**src/rtl/counter.sv**
```systemverilog
// Up-counter with enable and terminal value MAX_COUNT; wraps by default, saturates when COUNTER_SATURATE_EN is defined.
// Latency: one cycle from a sampled enable to the new value on out; reset clears out asynchronously.
// Backpressure: none; enable is the only flow control, and out is driven straight from the count flop.
module counter #(
    parameter int unsigned          WIDTH     = 4,
    parameter logic [WIDTH-1:0]     MAX_COUNT = {WIDTH{1'b1}}
) (
    input  logic             clk,
    input  logic             reset,
    input  logic             enable,
    output logic [WIDTH-1:0] out
);

    logic [WIDTH-1:0] count;
    logic [WIDTH-1:0] count_inc;
    logic [WIDTH-1:0] count_nxt;
    logic             at_max;

    // The increment is truncated to WIDTH bits before the terminal compare.
    assign count_inc = count + WIDTH'(1);
    assign at_max    = (count == MAX_COUNT);

    always_comb begin
        count_nxt = count_inc;
        if (at_max) begin
`ifdef COUNTER_SATURATE_EN
            count_nxt = MAX_COUNT;
`else
            count_nxt = '0;
`endif
        end
    end

    // An X or Z on enable makes the condition false, so the count holds.
    always_ff @(posedge clk or negedge reset) begin
        if (!reset) begin
            count <= '0;
        end else if (enable == 1'b1) begin
            count <= count_nxt;
        end
    end

    assign out = count;

endmodule

```
**config.mk**
```make
export PLATFORM = sky130hd
export DESIGN_NAME = counter
export DESIGN_NICKNAME = d
export VERILOG_FILES = /design/src/rtl/counter.sv
export SDC_FILE = /design/constraint.sdc
export NUM_CORES = 1
export LEC_CHECK = 0
export BUFFER_PORTS_ARGS = -buffer_cell sky130_fd_sc_hd__buf_4
export CORE_AREA = 2 2 39 41
export CTS_BUF_LIST = sky130_fd_sc_hd__clkbuf_4 sky130_fd_sc_hd__clkbuf_8
export CTS_CLUSTER_DIAMETER = 200
export DETAILED_ROUTE_END_ITERATION = 7
export DIE_AREA = 0 0 41 43
export PLACE_DENSITY_LB_ADDON = 0.3
export SYNTH_ARGS = -nofsm -noshare
export SYNTH_HDL_FRONTEND = slang
export SYNTH_SLANG_ARGS = --single-unit
export TNS_END_PERCENT = 30
```
**constraint.sdc**
```tcl
create_clock -name clk -period 1.15 [get_ports clk]
set_clock_uncertainty 0.15 [all_clocks]
set_input_delay 0.115 -clock clk [delete_from_list [all_inputs] [get_ports clk]]
set_output_delay 0.115 -clock clk [all_outputs]
set_load 0.02 [all_outputs]
```
### Yosys cells after proc, flatten, opt, wreduce, memory -nomap -nowiden

Cells that the tools add are included.

| word-level totals | value |
|---|---|
| register bits after elaboration | 4 |
| latch bits | 0 |
| RAM bits | 0 |
| ROM bits | 0 |
| input bits | 3 |
| logic and storage cells | 4 |
| memories | 0 |

| cells by class | value |
|---|---|
| add/subtract/negate cells | 1 |
| multiply operators | 0 |
| divide/modulo/power cells | 0 |
| magnitude comparators | 0 |
| eq/ne operators | 1 |
| shift operators | 0 |
| muxes and demuxes | 1 |
| bitwise operators | 0 |
| reduce and logical (&&, ||, !) cells | 0 |

Operators by type and width:

| cell | count |
|---|---|
| 4-bit by 1-bit adder with 4-bit output, second input constant | 1 |
| 4-bit == test, second input constant | 1 |
| 4-bit two-way mux | 1 |

### Depth between registers and ports, before layout

Gate-level depths: netlist of the first run.

| logic depth | value |
|---|---|
| depth after elaboration | 2 |
| gate-level depth with buffers | 4 |
| mapped depth without buffers | 4 |

### Worst setup path after synthesis of the first run

OpenSTA, ideal clock, no wires.

| path | value |
|---|---|
| path kind | reg-to-reg |
| start point | register count[0], in the netlist out[0] |
| end point | register count[1], in the netlist out[1] |
| arrival time | 1.022 ns |
| required time | 0.875 ns |
| path slack | -0.146 ns |
| cell stages (with the launch flop) | 3 |
| clock period less this slack | 1.296 ns |
| cells stage by stage | dfrtp_1 -> ha_1 -> mux2_2 |

| on the way | value |
|---|---|
| cells in the longest elaborated chain, start to end | 2 |
| elaborated cells between the ends (all ways) | 3 |
| classes of those cells | add/sub: 1; eq/ne: 1; mux: 1 |

Ends and longest elaborated chain:

| element | RTL line | text |
|---|---|---|
| start, declared | 14 | `logic [WIDTH-1:0] count;` |
| start signal, assigned | 39 | `count <= count_nxt;` |
| 4-bit by 1-bit adder with 4-bit output / 4-bit == test (equally long branches) | 20, 21 |  |
| 4-bit two-way mux (*) | 25 | `if (at_max) begin` |
| named net count_nxt[1] | 16 | `logic [WIDTH-1:0] count_nxt;` |

The timed path passes the listed nets; every way through them passes the cells marked *.
A chain may end at the register's enable or synchronous reset.

### Worst setup path after layout of the first run

| path | value |
|---|---|
| start point | register count[1], in the netlist out[1] |
| end point | register count[1], in the netlist out[1] |

The elaborated chain is that of the path after synthesis.

==> results by group, run 1 <==
Outcome
  – Status: complete, but fails checks
  – Failing checks: setup timing

CTS
  – CTS tree: yes
  – Clock Latency Late Sink: around 230 ps
  – CTS buffer count: 3
  – H-tree Lvls: 1
  – Clock Path Buffers: 2
  – Clock Tree Root: clkbuf_4
  – Worst-path clk slew: about 40 ps
  – # clock sinks: 4

Drt
  – Post-route ant nets: 0
  – DR vias/cell: around 3.7
  – Post-DR wirelength/cell: between 9 and 10 um
  – Routed WL: 468 um
  – Initial drt markers: 3
  – First-pass DRT Iterations: 2
  – DRC viols: 0
  – Vias post-DR: 172

Worst setup path
  – CP max FO: 2
  – Reg-to-reg startpoint: out[1]$_DFFE_PN0P_
  – Worst Setup End Kind: flop
  – Worst setup SP type: flop
  – Reg-to-reg endpoint: out[1]$_DFFE_PN0P_
  – Critical path type: flop to flop
  – Worst Setup EP: out[1]$_DFFE_PN0P_
  – Flop-to-flop setup slack: -40 ps
  – Critical path data required time: 1110 ps
  – R2r worst-path depth: 2
  – WP data arrival: ~1200 ps
  – Worst Setup SP: out[1]$_DFFE_PN0P_

Final layout
  – Non-Filler Instances: 47
  – Final core occ: between 20% and 30%
  – Number of diodes: 0
  – Largest register FFs: 4
  – Final instance area: between 300 and 400 sq um
  – Fin nets: 37
  – Most frequent cells in the layout: buf_4 (5), buf_6 (4), o21ai_1 (3), clkbuf_4 (3)
  – Layout cells sized above 1: between 50% and 60%
  – Area growth from synthesis to layout: 91.0%
  – Most common cell after layout, fill and taps aside: buf_4
  – Number of fill cells in the layout: 150

GRT
  – Initial antenna violation count: 0
  – Overflow after GRT: 0
  – Total GRT Usage: between 8 and 9%
  – Largest net degree at the start of global routing: 7
  – First-pass GRT wire length: ~900 um
  – Vias in the first global route: 188

Power and ir drop
  – LEAKAGE: around 0.15 nW
  – Power density over the cells: roughly 2700 mW/mm^2
  – Peak supply drop: 1010 uV

Synth
  – Post-synth top area cell: dfrtp_1
  – Synth warnings: 0
  – #FFs+latches synth: 4
  – Post-Synthesis Cells: 17
  – Seq/Total Area, Yosys: between 50% and 60%
  – Post-Syn Nets: 21
  – Syn Area/Cell: between 10 and 15 sq um
  – Number of distinct library cells after synthesis: 11
  – Post-synth top area share: between 50% and 60%
  – Mapped Area: roughly 180 sq um
  – Largest cells by area after synthesis: dfrtp_1 (56%), ha_1 (6.9%), mux2_2 (6.3%), nand3_1 (5.6%), o21ai_1 (5.6%)

Timing
  – Fin Hold WS: 68.2 ps
  – Setup WS post-layout: -42.8 ps
  – RSZ-0062 raised after global routing: yes
  – Worst slew margin: roughly nine tenths
  – # setup viols final: 3
  – Hold Vio Cnt, Final: 0
  – Final worst path period need: approximately 1200 ps
  – Slew Limit Fails: 0
  – Least-Margin Pin Slew: around 170 ps
  – Tcrit/Tclk final: 104%
  – Fmax: roughly 0.84 GHz

Placement
  – DP Area: 263 sq um
  – Cell total after placement: 41
  – Place WS: -42.0 ps
  – IO Port Bufs: 6
  – DP Wirelength: 315 um
  – Gpl congestion: around 0.65

Die
  – Die width: a little over 40 um
  – I/O Pins: 7
  – Initial Utilization: between 10% and 20%
  – # rows: 14
  – Die Y: between 40 and 50 um
  – Core Region: around 0.0014 sq mm
  – Die Area: 0.00176 sq mm

Hold path
  – Hold WC Path Type: input pin to async pin

Job
  – Max-cap viol count: 0
metal layers:
metal	vias up	global-route usage, %	share of wire (%)
met3	0	8.38	10
met1	73	10.0	51
li1	90	-	-
met5	-	0	0
met2	9	10.3	38
met4	0	0	0
power by group:
group | total [mW] | internal, mW | switching [mW] | leakage [nW]
clock network | 0.172 | 0.117 | 0.0558 | 0.0138
logic | 0.471 | 0.266 | 0.205 | 0.0905
registers | 0.285 | 0.208 | 0.0769 | 0.0461
final cells by class:
class | instances | area (sq um) | area share (%)
Sequential cell | 4 | 103 | 29.8
Timing Repair Buffer | 11 | 103 | 29.8
Multi-Input combinational cell | 12 | 92.6 | 26.9
Clock buffer | 3 | 22.5 | 6.55
Tap cell | 16 | 20.0 | 5.82
Inverter | 1 | 3.75 | 1.09
worst max-delay path, stage by stage, from the launching register on:
cell     delay (ps)
dfrtp_2         430
ha_4            250
mux2_4          250
worst min-delay path by stage:
stage,startpoint,end,depth (start not counted)
after floorplan,reset,out[0]$_DFFE_PN0P_,0
after global placement,reset,out[3]$_DFFE_PN0P_,1
after detailed placement,reset,out[3]$_DFFE_PN0P_,1
after CTS,reset,out[2]$_DFFE_PN0P_,2
after global routing,reset,out[3]$_DFFE_PN0P_,2
final,reset,out[3]$_DFFE_PN0P_,2
kinds of logic after synthesis:
kind of cell             count (synthesis)  synth area share (%)
adder cells (fa/ha/maj)                  1                  6.94
flip-flops                               4                  55.6
multiplexers                             1                  6.25
AO/OA/AOI/OAI                            4                  11.1
XOR/XNOR                                 1                  4.86
AND/OR/NAND/NOR                          5                  13.2
buffers and inverters                    1                  2.08
cell usage after synthesis:
cell	number
nand4_1	1
o21ai_0	1
o21ai_1	2
xnor2_1	1
ha_1	1
nand2_1	2
a21oi_1	1
nand3_1	2
mux2_2	1
inv_1	1
dfrtp_1	4
stage by stage:
step                      power, mW  TNS, ps
after floorplan               0.451     -115
after global placement        0.618    -35.2
after detailed placement      0.624    -42.0
after CTS                     0.904    -78.3
after global routing           1.01     -159
final                         0.928    -84.1
timing repair:
item	in CTS	in global routing
endpoints found under the setup margin	3	4
hold buffers	2	0
pin swaps	1	1
hold endpoints to repair	5	0
gates resized for setup	6	2
setup buffers	0	1
(Power assumes the default switching activity.)
==> run 2, diff against run 1 <==
Settings changed: ABC_AREA set to 1.
==> run 2 against run 1 <==
The run now ends clean. Die area stayed put. Synthesized cell count increased by 35%. Power decreased by 14%. Combinational power decreased by 35%. Final area fell by 5.5%. Sequential power about the same. Critical path depth is 2 higher. Count of clock-buffer cells in the layout grew 1. Register-to-register slack better by 80 ps. Maximum frequency increased by 7.2%. Sequential share of layout area rose by 1.7 points. Area after synthesis rose by 8.3%. Largest power group unchanged. Highest routed layer unchanged.
==> results by group, run 2 <==
Placement
  – IO Port Bufs: 6
  – Cell total after placement: between 40 and 50
  – Place WS: 40.2 ps
  – Gpl congestion: approximately 0.66
  – DP Area: between 200 and 300 sq um

Synth
  – Post-Syn Nets: 27
  – #FFs+latches synth: 4
  – Async set-reset flop share out of synthesis: 100%
  – Adder-cell share of the synthesized area: ~6.4%
  – Xor/xnor share of the synthesized area: 4.49%
  – Post-synth top area cell: dfrtp_1
  – Post-Synthesis Cells: 23
  – Post-synthesis mux area share: 0%
  – Post-synth top area share: between 50% and 60%
  – Synth warnings: 0
  – Commonest cells post-synth: nand2_1 (6), dfrtp_1 (4), inv_1 (4)
  – Post-synthesis simple-gate area fraction: ~22%
  – Synth Area in Compound Gates: 7.69%
  – Number of distinct library cells after synthesis: 8
  – EDFF count, synth: 0
  – Syn Area/Cell: 8.49 sq um
  – Mapped Area: 195 sq um
  – Seq/Total Area, Yosys: approximately 51%
  – Cell with the most instances after synthesis: nand2_1
  – Largest family of logic cells by synthesized area: simple AND/OR/NAND/NOR gates
  – Predominant post-synthesis flop cell: dfrtp_1
  – Largest cells by area after synthesis: dfrtp_1 (51%), nand2_1 (12%), nand3_1 (7.7%), o21ai_0 (7.7%), inv_1 (7.7%)

Worst setup path
  – Slowest CP cell: dfrtp_2
  – WP data arrival: around 1100 ps
  – Critical path type: flop to flop
  – Flop-to-flop setup slack: 40 ps
  – CP Cell Sequence: ha_4 > nand2_1 > xor2_1 > inv_1
  – WP depth: 4
  – Worst Setup End Kind: flop
  – CP max FO: 4
  – Critical path data required time: approximately 1100 ps
  – Worst setup SP type: flop
  – Reg-to-reg startpoint: out[1]$_DFFE_PN0P_
  – Reg-to-reg endpoint: out[2]$_DFFE_PN0P_
  – Crit path buf inv count: 1
  – Top delay family on crit path: flip-flops
  – CP peak stage delay: between 400 and 500 ps
  – R2r worst-path depth: 4

Timing
  – Worst slew margin: 89.3%
  – Setup WS post-layout: approximately 37 ps
  – Fmax: 0.898 GHz
  – Hold Vio Cnt, Final: 0
  – # setup viols final: 0
  – Final worst path period need: 1110 ps
  – Tcrit/Tclk final: approximately 97%
  – RSZ-0062 raised after global routing: yes
  – Least-Margin Pin Slew: between 150 and 200 ps
  – Slew Limit Fails: 0

CTS
  – CTS buffer count: 3
  – CTS tree: yes
  – Worst-path clk slew: 40 ps
  – H-tree Lvls: 1
  – Clock Latency Late Sink: roughly 240 ps
  – # clock sinks: 4
  – Clock Path Buffers: 2
  – Clock Tree Root: clkbuf_4
  – Post-CTS setup buffer count: 0

Final layout
  – Final core occ: approximately a quarter
  – Most frequent cells in the layout: nand2_1 (6), buf_4 (6), inv_1 (4), clkbuf_4 (4)
  – Layout cells sized above 1: about two fifths
  – Area growth from synthesis to layout: 66.7%
  – Non-Filler Instances: 51
  – Number of diodes: 0
  – Fin nets: 40
  – Largest register FFs: 4
  – Final instance area: around 330 sq um

Die
  – # rows: 14
  – Die width: 41 um
  – Initial Utilization: between 10% and 20%
  – I/O Pins: 7
  – Die Y: 43 um
  – Die Area: roughly 0.0018 sq mm
  – Core Region: 0.00138 sq mm

Drt
  – Post-DR wirelength/cell: approximately 6.9 um
  – Post-route ant nets: 0
  – DR vias/cell: between 3 and 4
  – Initial drt markers: 2
  – DRC viols: 0
  – Routed WL: roughly 350 um
  – First-pass DRT Iterations: 2
  – Vias post-DR: about 180

Hold path
  – Hold WC Path Type: input pin to async pin

GRT
  – Overflow after GRT: 0
  – Largest net degree at the start of global routing: 8
  – First-pass GRT wire length: about 650 um
  – Total GRT Usage: 6.45%
  – Initial antenna violation count: 0
  – Vias in the first global route: between 150 and 200

Outcome
  – Status: complete, no violations

Power and ir drop
  – LEAKAGE: 0.149 nW
  – Power density over the cells: 2470 mW/mm^2
  – Peak supply drop: between 800 and 900 uV

Job
  – Max-cap viol count: 0
-- run 2: metal layers --
layer,up-vias,track usage (%),part of all wire (%)
met5,-,0,0
li1,97,-,-
met3,0,9.42,18
met4,0,2.00,0
met1,73,6.82,48
met2,11,6.88,34
-- run 2: cell families (layout without fill, tap and decap cells) --
logic type | after synthesis | in the layout
and+or+nand+nor | 10 | 10
DFF | 4 | 4
buffers and inverters | 4 | 16
AOI/OAI and AO/OA | 3 | 3
adders and majority gates | 1 | 1
xor gates and xnor gates | 1 | 1
-- run 2: what timing repair did --
item | in CTS | in global routing
setup endpoints to repair | 0 | 1
hold buffers | 2 | 0
resized for setup | 0 | 0
endpoints found under the hold margin | 6 | 0
-- run 2: worst reg2reg max path, cell delays in order (launching register included) --
cell,delay [ps]
dfrtp_2,430
ha_4,170
nand2_1,60
xor2_1,140
inv_1,50
-- run 2: how the worst max path moves through the flow --
stage	end	startpoint	slack, ps
after floorplan	out[2]$_DFFE_PN0P_	out[0]$_DFFE_PN0P_	9
after global placement	out[2]$_DFFE_PN0P_	out[0]$_DFFE_PN0P_	50
after detailed placement	out[2]$_DFFE_PN0P_	out[0]$_DFFE_PN0P_	40
after CTS	out[2]$_DFFE_PN0P_	out[0]$_DFFE_PN0P_	30
after global routing	out[2]$_DFFE_PN0P_	out[1]$_DFFE_PN0P_	-1
final	out[2]$_DFFE_PN0P_	out[1]$_DFFE_PN0P_	40
-- run 2: layout make-up --
class,instances,area (sq um)
clock buffer,4,30.0
fill,149,1060
inverter,4,15.0
multi-input combinational,15,92.6
sequential,4,103
tap,16,20.0
timing repair buffer,8,65.1
-- run 2: per-stage QoR --
| step | hold slack, ps | setup TNS [ps] | total power, mW |
|---|---|---|---|
| after floorplan | -331 | 0 | 0.461 |
| after global routing | 49.4 | -1.12 | 0.884 |
| final | 57.9 | 0 | 0.802 |
| after CTS | 56.6 | 0 | 0.817 |
| after detailed placement | -236 | 0 | 0.589 |
| after global placement | -234 | 0 | 0.587 |
-- run 2: report_power, final --
group / total (mW) / switching [mW] / internal (mW)
sequential: 0.283 / 0.0776 / 0.205
clock: 0.215 / 0.0611 / 0.154
combinational: 0.304 / 0.159 / 0.145
total: 0.802 / 0.297 / 0.505
